File: src/rtl/scan_pkg.sv
// Shared SCAN decoder definitions: step type codes, default code size and layer width.
// The scheduler, write-address generator and alpha/beta datapath all import this package.
package scan_pkg;

  localparam int N_LOG_DEFAULT = 10;
  localparam int LAYER_W       = 11;

  typedef enum logic [3:0] {
    TYPE1  = 4'b0000,
    TYPE2  = 4'b0001,
    BOTTOM = 4'b0010,
    TYPE3  = 4'b0011
  } u_type_e;

  typedef enum logic [1:0] {IDLE, ISSUE, DONE} sched_state_e;

  typedef enum logic {ENTER, ASCEND} walk_mode_e;

  // Node size N>>depth as a zero-extended layer word.
  function automatic logic [LAYER_W-1:0] layer_of(input int n_log, input int depth);
    return LAYER_W'(1) << (n_log - depth);
  endfunction

endpackage

File: src/rtl/scan_scheduler_if.sv
// Step handshake between the SCAN traversal scheduler (master) and the
// address generator / alpha-beta datapath (slave).
interface scan_scheduler_if #(
  parameter int N_LOG  = scan_pkg::N_LOG_DEFAULT,
  parameter int ITER_W = 3
);
  import scan_pkg::*;

  logic              start;
  logic [ITER_W-1:0] max_iter;
  logic              step_valid;
  logic              step_ready;
  logic [3:0]        u_type;
  logic [LAYER_W-1:0] layer;
  logic [N_LOG-2:0]  leaf_idx;
  logic [ITER_W-1:0] iter;
  logic              last_step;
  logic              busy;
  logic              done;

  modport master (
    input  start, max_iter, step_ready,
    output step_valid, u_type, layer, leaf_idx, iter, last_step, busy, done
  );

  modport slave (
    output start, max_iter, step_ready,
    input  step_valid, u_type, layer, leaf_idx, iter, last_step, busy, done
  );

endinterface

File: src/rtl/scan_phase_stack.sv
// Per-level phase bits of the decoding-tree walk: 0 = left child pending,
// 1 = right child pending. One write (set-left / set-right) and one read port.
module scan_phase_stack #(
  parameter int N_LOG = 10,
  parameter int IDX_W = 4
) (
  input  logic             clk,
  input  logic             rst,
  input  logic             set_left,
  input  logic             set_right,
  input  logic [IDX_W-1:0] wr_idx,
  input  logic [IDX_W-1:0] rd_idx,
  output logic             rd_ph
);

  localparam int DEPTH = N_LOG - 1;

  logic [DEPTH-1:0] ph;

  // NOTE: this is a few flops rather than a RAM, so it is reset like any
  // other state; a mid-run rst must not leave stale right-pending bits.
  always_ff @(posedge clk) begin
    if (rst) begin
      ph <= '0;
    end else begin
      for (int i = 0; i < DEPTH; i++) begin
        if (wr_idx == IDX_W'(i)) begin
          if (set_left)       ph[i] <= 1'b0;
          else if (set_right) ph[i] <= 1'b1;
        end
      end
    end
  end

  // The leaf level has no phase bit; reading it returns 0.
  always_comb begin
    rd_ph = 1'b0;
    for (int i = 0; i < DEPTH; i++) begin
      if (rd_idx == IDX_W'(i)) rd_ph = ph[i];
    end
  end

endmodule

File: src/rtl/scan_scheduler.sv
// SCAN polar decoder tree-traversal controller: walks the length-N tree once per
// iteration and offers one (type, layer) step per valid/ready handshake.
module scan_scheduler
  import scan_pkg::*;
#(
  parameter int N_LOG  = N_LOG_DEFAULT,
  parameter int ITER_W = 3
) (
  input logic               clk,
  input logic               rst,
  scan_scheduler_if.master  bus
);

  localparam int               IDX_W = $clog2(N_LOG);
  localparam logic [IDX_W-1:0] D_BOT = IDX_W'(N_LOG - 1);

  sched_state_e       state;
  logic [IDX_W-1:0]   d;
  logic [ITER_W-1:0]  eff_max;
  u_type_e            type_q;
  logic [LAYER_W-1:0] layer_q;
  logic [N_LOG-2:0]   leaf_q;
  logic [ITER_W-1:0]  iter_q;
  logic               last_q;
  logic               valid_q;
  logic               busy_q;
  logic               done_q;

  logic               accept;
  logic [IDX_W-1:0]   d_nxt;
  walk_mode_e         mode_nxt;
  u_type_e            type_nxt;
  logic [LAYER_W-1:0] layer_nxt;
  logic [ITER_W-1:0]  iter_nxt;
  logic               last_nxt;
  logic               leaf_inc;
  logic               iter_end;
  logic               set_left;
  logic               set_right;
  logic               ph_nxt;

  assign accept = (state == ISSUE) && valid_q && bus.step_ready;

  scan_phase_stack #(.N_LOG(N_LOG), .IDX_W(IDX_W)) u_phase (
    .clk       (clk),
    .rst       (rst),
    .set_left  (set_left),
    .set_right (set_right),
    .wr_idx    (d),
    .rd_idx    (d_nxt),
    .rd_ph     (ph_nxt)
  );

  // The offered step's type already encodes the walk mode and child phase, so
  // the step that follows it is derived from type_q and d alone.
  always_comb begin
    // NOTE: every signal gets a default before the case so no path can infer a latch.
    d_nxt     = d;
    mode_nxt  = ENTER;
    leaf_inc  = 1'b0;
    iter_end  = 1'b0;
    set_left  = 1'b0;
    set_right = 1'b0;
    unique case (type_q)
      TYPE1: begin
        d_nxt    = d + 1'b1;
        set_left = accept;
      end
      BOTTOM: begin
        d_nxt    = d - 1'b1;
        mode_nxt = ASCEND;
        leaf_inc = 1'b1;
      end
      TYPE2: begin
        d_nxt     = d + 1'b1;
        set_right = accept;
      end
      TYPE3: begin
        if (d == '0) begin
          iter_end = 1'b1;
          d_nxt    = '0;
        end else begin
          d_nxt    = d - 1'b1;
          mode_nxt = ASCEND;
        end
      end
      default: ;
    endcase

    if (mode_nxt == ENTER) type_nxt = (d_nxt == D_BOT) ? BOTTOM : TYPE1;
    else                   type_nxt = ph_nxt ? TYPE3 : TYPE2;

    // TYPE3 reports the child size, one level below its own node.
    layer_nxt = (type_nxt == TYPE3) ? layer_of(N_LOG, int'(d_nxt) + 1)
                                    : layer_of(N_LOG, int'(d_nxt));
    iter_nxt  = iter_end ? iter_q + 1'b1 : iter_q;
    last_nxt  = (type_nxt == TYPE3) && (d_nxt == '0) &&
                (({1'b0, iter_nxt} + 1'b1) >= {1'b0, eff_max});
  end

  // NOTE: sequential state uses non-blocking assignments only, so every
  // register samples pre-edge values regardless of statement order.
  always_ff @(posedge clk) begin
    if (rst) begin
      state   <= IDLE;
      d       <= '0;
      eff_max <= '0;
      type_q  <= TYPE1;
      layer_q <= '0;
      leaf_q  <= '0;
      iter_q  <= '0;
      last_q  <= 1'b0;
      valid_q <= 1'b0;
      busy_q  <= 1'b0;
      done_q  <= 1'b0;
    end else begin
      unique case (state)
        IDLE: begin
          done_q <= 1'b0;
          if (bus.start) begin
            state   <= ISSUE;
            d       <= '0;
            eff_max <= (bus.max_iter == '0) ? ITER_W'(1) : bus.max_iter;
            type_q  <= TYPE1;
            layer_q <= layer_of(N_LOG, 0);
            leaf_q  <= '0;
            iter_q  <= '0;
            last_q  <= 1'b0;
            valid_q <= 1'b1;
            busy_q  <= 1'b1;
          end
        end
        ISSUE: begin
          if (accept) begin
            if (last_q) begin
              state   <= DONE;
              d       <= '0;
              last_q  <= 1'b0;
              valid_q <= 1'b0;
              busy_q  <= 1'b0;
              done_q  <= 1'b1;
            end else begin
              d       <= d_nxt;
              type_q  <= type_nxt;
              layer_q <= layer_nxt;
              iter_q  <= iter_nxt;
              last_q  <= last_nxt;
              if (iter_end)      leaf_q <= '0;
              else if (leaf_inc) leaf_q <= leaf_q + 1'b1;
            end
          end
        end
        DONE: begin
          state  <= IDLE;
          done_q <= 1'b0;
        end
        default: state <= IDLE;
      endcase
    end
  end

  assign bus.step_valid = valid_q;
  assign bus.u_type     = type_q;
  assign bus.layer      = layer_q;
  assign bus.leaf_idx   = leaf_q;
  assign bus.iter       = iter_q;
  assign bus.last_step  = last_q;
  assign bus.busy       = busy_q;
  assign bus.done       = done_q;

endmodule

File: src/flat_wrapper.sv
// flat-port wrapper written by rule: the top's interface ports become plain ports
module scan_scheduler_flat import scan_pkg::*;
#(
  parameter int N_LOG  = N_LOG_DEFAULT,
  parameter int ITER_W = 3
)
  (clk, rst, bus_start, bus_max_iter, bus_step_ready, bus_step_valid, bus_u_type, bus_layer, bus_leaf_idx, bus_iter, bus_last_step, bus_busy, bus_done);
  scan_scheduler_if #(.N_LOG(N_LOG), .ITER_W(ITER_W)) bus_i ();
  input logic clk;
  input logic rst;
  input wire logic [$bits(bus_i.start)-1:0] bus_start;
  input wire logic [$bits(bus_i.max_iter)-1:0] bus_max_iter;
  input wire logic [$bits(bus_i.step_ready)-1:0] bus_step_ready;
  output wire logic [$bits(bus_i.step_valid)-1:0] bus_step_valid;
  output wire logic [$bits(bus_i.u_type)-1:0] bus_u_type;
  output wire logic [$bits(bus_i.layer)-1:0] bus_layer;
  output wire logic [$bits(bus_i.leaf_idx)-1:0] bus_leaf_idx;
  output wire logic [$bits(bus_i.iter)-1:0] bus_iter;
  output wire logic [$bits(bus_i.last_step)-1:0] bus_last_step;
  output wire logic [$bits(bus_i.busy)-1:0] bus_busy;
  output wire logic [$bits(bus_i.done)-1:0] bus_done;
  assign bus_i.start = bus_start;
  assign bus_i.max_iter = bus_max_iter;
  assign bus_i.step_ready = bus_step_ready;
  assign bus_step_valid = bus_i.step_valid;
  assign bus_u_type = bus_i.u_type;
  assign bus_layer = bus_i.layer;
  assign bus_leaf_idx = bus_i.leaf_idx;
  assign bus_iter = bus_i.iter;
  assign bus_last_step = bus_i.last_step;
  assign bus_busy = bus_i.busy;
  assign bus_done = bus_i.done;
  scan_scheduler #(.N_LOG(N_LOG), .ITER_W(ITER_W)) u_core (.clk(clk), .rst(rst), .bus(bus_i));
endmodule
File: config.mk
export PLATFORM = sky130hd
export DESIGN_NAME = scan_scheduler_flat
export DESIGN_NICKNAME = d
export VERILOG_FILES = /design/src/rtl/scan_pkg.sv /design/src/rtl/scan_scheduler_if.sv /design/src/rtl/scan_phase_stack.sv /design/src/rtl/scan_scheduler.sv /design/src/flat_wrapper.sv
export SDC_FILE = /design/constraint.sdc
export NUM_CORES = 1
export LEC_CHECK = 0
export CAP_MARGIN = 10
export CELL_PAD_IN_SITES_DETAIL_PLACEMENT = 1
export CELL_PAD_IN_SITES_GLOBAL_PLACEMENT = 2
export CORE_MARGIN = 1
export CORE_UTILIZATION = 36
export CTS_BUF_LIST = sky130_fd_sc_hd__clkbuf_8
export DETAILED_ROUTE_END_ITERATION = 16
export DONT_BUFFER_PORTS = 1
export PLACE_DENSITY = 0.78
export SLEW_MARGIN = 20
export SYNTH_ARGS = -nofsm -noshare
export SYNTH_HDL_FRONTEND = slang
export SYNTH_HIERARCHICAL = 1
export SYNTH_SLANG_ARGS = --single-unit
File: constraint.sdc
create_clock -name clk -period 3.3 [get_ports clk]
set_input_delay 0.99 -clock clk [delete_from_list [all_inputs] [get_ports clk]]
set_output_delay 0.99 -clock clk [all_outputs]
set_load 0.005 [all_outputs]
==> Yosys cells after proc, flatten, opt, wreduce, memory -nomap -nowiden <==
Cells that the tools add are included.
W data, S select, Z words.
{ "word_totals": {"elab_cells": 150, "output_inout_bits": 31, "inputBits": 7, "regBits": 48} }
{ "classes": {"n_reduce_logical": 30, "add_sub_neg": 8, "n_shift": 2, "n_eq_ne": 28, "n_lt_le_gt_ge": 1, "mux": 62} }
{ "op_table": {"columns": ["cell", "count"], "rows": [
  ["$shl A1 B32 Y11 const A", 2],
  ["$mux W9", 5],
  ["$mux W11", 4],
  ["$eq A4 B3 Y1 const B", 8],
  ["$sub A5 B32 Y32 const A", 1],
  ["$eq A4 B2 Y1 const B", 7],
  ["$mux W4", 7],
  ["$mux W1", 25],
  ["$pmux W11 S2", 1],
  ["$reduce_and A2 Y1", 10],
  ["$pmux W9 S2", 1],
  ["$pmux W4 S2", 2],
  ["$mux W3", 5],
  ["$eq A4 B1 Y1 const B", 3],
  ["$eq A4 B4 Y1 const B", 3],
  ["$logic_not A4 Y1", 3],
  ["$pmux W4 S3", 1],
  ["$mux W2", 5],
  ["$add A9 B1 Y9 const B", 1],
  ["$reduce_and A3 Y1", 3],
  ["$pmux W1 S2", 4],
  ["$reduce_and A4 Y1", 2],
  ["$pmux W3 S2", 1],
  ["$reduce_bool A2 Y1", 3],
  ["18 further kinds", 24]
]} }

==> Depth between registers and ports, before layout <==
{ "depth": {"depth_word": 21, "ltp_mapped": 16, "depth_no_buf": 14} }

==> Hierarchy <==
The synthesis kept the hierarchy.
{ "by_module_without_submodules": {"columns": ["module", "n_inst", "cells_each", "area_each_um2", "seq_area_each_um2"], "rows": [
  ["scan_scheduler", 1, 278, 2336.0, 740.7],
  ["scan_phase_stack", 1, 54, 499.2, 180.2]
]} }

==> Worst setup path after synthesis <==
OpenSTA, ideal clock, no wires.
{ "synth_timing": {"path_type": "reg2reg", "start": "reg u_core.d[0]", "end": "reg u_core.layer_q[7], in the netlist u_core/bus.layer[7]", "t_arrival_ps": 3360, "t_required_ps": 3216, "period_less_slack_ps": 3444, "slack_ps": -144, "setup_time_ps": 84, "path_buffers": 1, "path_stages_with_launch": 14, "cell_sequence": "dfxtp_1 -> buf_4 -> inv_1 -> ha_1 -> and4bb_2 -> a21oi_1 -> mux2i_1 -> a221o_1 -> a21oi_1 -> nand3_1 -> nor3_1 -> a32oi_1 -> o22a_1 -> o31ai_2"} }
{ "synth_via": {"elab_chain_len": 20, "word_cells_on_any_way": 39, "cone_classes": "5 x add/sub; 10 x eq/ne; 2 x shift; 20 x mux; 2 x reduce/logical"} }
{ "synth_lines": {"columns": ["item", "line_no", "source"], "rows": [
  ["start, declared", "scan_scheduler.sv:18", "logic [IDX_W-1:0] d;"],
  ["start signal, assigned", "scan_scheduler.sv:143", "d <= d_nxt;"],
  ["$sub A4 B1 Y4 / $logic_not A4 Y1 (equally long branches)", "scan_scheduler.sv:70, scan_scheduler.sv:83, scan_scheduler.sv:79", null],
  ["$mux W4", "scan_scheduler.sv:79", "if (d == '0) begin"],
  ["$pmux W4 S3 *", "scan_scheduler.sv:64", "unique case (type_q)"],
  ["named net u_core.d_nxt[0]", "scan_scheduler.sv:30", "logic [IDX_W-1:0] d_nxt;"],
  ["$logic_not A4 Y1", "scan_phase_stack.sv:39", "if (rd_idx == IDX_W'(i)) rd_ph = ph[i];"],
  ["$mux W1 (8 in series)", "scan_phase_stack.sv:39", null],
  ["$mux W1 *", "scan_phase_stack.sv:39", null],
  ["named net u_core.ph_nxt", "scan_scheduler.sv:40", "logic ph_nxt;"],
  ["$mux W2 *", "scan_scheduler.sv:91", "else type_nxt = ph_nxt ? TYPE3 : TYPE2;"],
  ["$mux W4 *", "scan_scheduler.sv:90", "if (mode_nxt == ENTER) type_nxt = (d_nxt == D_BOT) ? BOTTOM : TYPE1;"],
  ["$eq A4 B2 Y1 *", "scan_scheduler.sv:94", "layer_nxt = (type_nxt == TYPE3) ? layer_of(N_LOG, int'(d_nxt) + 1)"],
  ["$mux W11 *", "scan_scheduler.sv:94", null],
  ["$mux W11 *", "scan_scheduler.sv:135", "if (last_q) begin"],
  ["$mux W11 *", "scan_scheduler.sv:134", "if (accept) begin"],
  ["$pmux W11 S2 *", "scan_scheduler.sv:117", "unique case (state)"],
  ["end signal, assigned", "scan_scheduler.sv:125", "layer_q <= layer_of(N_LOG, 0);"],
  ["end signal, assigned", "scan_scheduler.sv:145", "layer_q <= layer_nxt;"],
  ["end, declared", "scan_scheduler.sv:21", "logic [LAYER_W-1:0] layer_q;"]
]} }
The timed path passes the listed nets; every way through them passes the cells marked *. The select of a mux whose other input is x is not followed.
A chain may end at the register's enable or synchronous reset.

==> Final worst setup path <==
{ "layout_timing": {"start": "reg u_core.d[1]", "end": "reg u_core.layer_q[9], in the netlist u_core/bus.layer[9]"} }
Same word-level chain as after synthesis.

==> results.toml <==
[routing]
totalWireLength_um = 7880
antenna_left = 0
drt_iter0_drc = 76
routed_via_density = 5.64
wl_per_cell_um = 17.7
drc = 0
dr_total_vias = 2509
drtPass1Iterations = 5

[worst_setup_path]
worstPathArrival_ns = 3.37
required_ns = 3.51
crit_fanout = 7
slowest_delay_ns = 0.43
crit_path_start = "u_core/d[1]"
startpoint_type = "register"
critical_path_class = "reg -> reg"
crit_slowest_cell = "mux4_2"
crit_path_end_kind = "register"
path_cells = "inv_1 > ha_2 > nor3b_4 > o22ai_2 > mux2_4 > mux4_2 > a21boi_1 > a21oi_2 > and3_4 > buf_4 > a41o_1 > o211a_1 > a32o_1"
rr_startpoint = "u_core/d[1]"

[power_and_ir_drop]
power_frac_seq = 0.558
p_leak_nw = 1.16
net-switching-power_mw = 0.281
power_density_mw_per_mm2 = 325
swShare = 0.274
vdd_drop_max_uv = 125
combPwrFrac = 0.080
p_int_mw = 0.745
p_clk_frac = 0.362

[timing]
setup_viol = 0
rsz0062_at_grt = "true"
fin_crit_ns = 3.16
min_period_over_period = 0.959
worstMarginPinSlew_ns = 0.641
max-slew-margin-rel = 0.571
finClkSkew_ns = 0.00648
slew_violations = 0
hold_slack_ns = 0.484
hold_viol_final = 0
max_freq_mhz = 316

[yosys]
synth_top_area_share = 0.325
ys_seq_area_frac = 0.325
async_flop_share = 0
synth_cell_type_count = 76
synth_top_family_by_area = "simple AND/OR/NAND/NOR gates"
syn_avg_cell_area_um2 = 8.54
synth_area_mm2 = 0.00284
synth.ff_latch_count = 46
synth-main-ff-cell = "dfxtp_1"
synth.area.mux_share = 0.0229
synthSimpleGateAreaFrac = 0.249
synth_edf_count = 0
synth-compound-area-share = 0.241
yosysTopAreaCell = "dfxtp_1"
synth_fa_ha_area_frac = 0.0662
synth_warnings = 6
synth_area_leaders = "dfxtp_1, ha_1, nor2_1, a21oi_1, nand2_1"
synth_xor_area_frac = 0.0340
syn_inst = 332

[floorplan]
io_pins = 38
die_h_um = 90.7
die_w_um = 90.7
start_util = 0.381
rows = 31
dieArea_mm2 = 0.00823
design.core.area_mm2 = 0.00745

[finish]
final_cell_area_mm2 = 0.00316
drive_above_1_share = 0.185
final_util = 0.424
diodes = 0
nets = 367
area_growth_pct = 11.5

[clocking]
clk_pin_slew_ns = 0.10
cts_made_buffers = 5
htreeDepth = 2
cts_root_buf = "clkbuf_8"
ctsLongestPathBuffers = 2
cts_tree = "built"
clk_latency_ns = 0.31
cts_num_sinks = 46

[placed_design]
port-buffer-count = 0
place_area_mm2 = 0.00300
gp_congestion = 0.865
hpwl_um = 5840

[global_routing]
grt_pass1_vias = 2443
antenna_found_initial = 0
grt-ovfl-total = 0
grt_max_degree = 34
grt_pass1_wl_um = 12800
grt_use_total = 0.195

[worst_hold_path]
hold_class = "reg -> reg"
hold_start = "u_core/bus.layer[5]"

[run_status]
run_status = "completed"

[job]
cap_violations = 0
-- registers in the layout, indices dropped and copies added (netlist names) --
signal,cells
u_core/bus.busy,1
u_core/bus.done,1
u_core/bus.iter,3
u_core/bus.last_step,1
u_core/bus.layer,11
u_core/bus.leaf_idx,9
u_core/bus.u_type,2
u_core/d,4
u_core/eff_max,3
u_core/state,2
u_core/u_phase/ph,9
-- worst max-delay path, delay by kind of cell (launching register included) --
kind	cells	cell delay (ns)
AO/OA/AOI/OAI	6	1.11
multiplexers	2	0.75
adder cells (fa/ha/maj)	1	0.20
AND/OR/NAND/NOR	2	0.43
flip-flops	1	0.35
buffers and inverters	2	0.22
-- cells in the final DEF, fill, tap and decap left out, types with 3 or more instances in the layout --
| master | synthesis | layout |
|---|---|---|
| or3_1 | 5 | 4 |
| buf_4 | 5 | 21 |
| a32oi_1 | 4 | 4 |
| nand4_1 | 7 | 7 |
| nor2b_1 | 5 | 5 |
| o21ai_0 | 15 | 15 |
| a311oi_1 | 3 | 3 |
| inv_1 | 14 | 14 |
| nor4b_1 | 4 | 4 |
| nand3_1 | 8 | 8 |
| nor2_1 | 32 | 32 |
| clkbuf_8 | 0 | 5 |
| ha_1 | 15 | 14 |
| or2_2 | 3 | 3 |
| dfxtp_1 | 46 | 44 |
| a31oi_1 | 7 | 6 |
| a211oi_1 | 4 | 3 |
| o21ai_1 | 4 | 4 |
| nor4_1 | 4 | 4 |
| nand2b_1 | 6 | 6 |
| nand2_1 | 25 | 25 |
| nor3_1 | 9 | 8 |
| a22oi_1 | 4 | 4 |
| a21oi_1 | 22 | 20 |
| xor2_1 | 7 | 7 |
| xnor2_1 | 4 | 4 |
-- metal layers --
| layer | part of all wire | wire (um) | GRT usage | vias to the layer above |
|---|---|---|---|---|
| met3 | 0.033 | 258 | 0.0345 | 2 |
| li1 | - | - | - | 1248 |
| met4 | 0.0048 | 38 | 0.0484 | 0 |
| met5 | 0 | 0 | 0 | - |
| met1 | 0.50 | 3960 | 0.276 | 1216 |
| met2 | 0.46 | 3620 | 0.305 | 43 |
-- synthesized netlist by cell type, types with 5 or more instances --
cell type,instances
xor2_1,7
nand3_1,8
ha_1,15
dfxtp_1,46
a31oi_1,7
nor3_1,9
buf_4,5
a21oi_1,22
nand2b_1,6
nand4_1,7
inv_1,14
or3_1,5
nor2_1,32
o21ai_0,15
nor2b_1,5
nand2_1,25
-- final timing paths --
| check | slack (ns) | end | depth (start not counted) |
|---|---|---|---|
| worst max-delay path | 0.14 | u_core/bus.layer[9] | 13 |
| worst min-delay path | 0.48 | u_core/bus.layer[5] | 2 |
| worst min register to register | 0.48 | u_core/bus.layer[5] | 2 |
| worst max register to register | 0.14 | u_core/bus.layer[9] | 13 |
-- cell type report --
type	count	area, um2
Timing Repair Buffer	21	158
Clock buffer	5	68.8
Sequential cell	46	923
Fill cell	899	4290
Inverter	15	56.3
Tap cell	99	124
Multi-Input combinational cell	256	1810
Clock inverter	3	23.8
-- cell families after synthesis --
family	count (synthesis)
buf+inv	32
other cells	1
simple gates	126
flops	46
xor+xnor	11
mux	5
compound gates	96
fa+ha+maj	15
-- power groups by stage --
stage                     clock network (mW)  logic, mW  registers (mW)
after detailed placement                   0     0.0794           0.585
after CTS                              0.391     0.0797           0.572
after global placement                     0     0.0786           0.585
after floorplan                            0     0.0650           0.583
after global routing                   0.411     0.0908           0.574
final                                  0.372     0.0821           0.572
-- through the flow --
step	power, mW	setup WS (ns)	instances	TNS, ns
finish	1.03	0.137	445	0
floorplan	0.648	0.00314	333	0
global placement	0.664	0.217	433	0
global route	1.08	-0.0161	445	-0.0161
detailed placement	0.665	0.0853	433	0
CTS	1.04	0.0630	441	0
-- repair_timing --
action                     4_1_cts  5_1_grt
resized for setup                0       10
setup buffers                    0        3
setup endpoints to repair        0       11
hold buffers                     0        0
No activity file was read; power rests on OpenSTA's default activity.
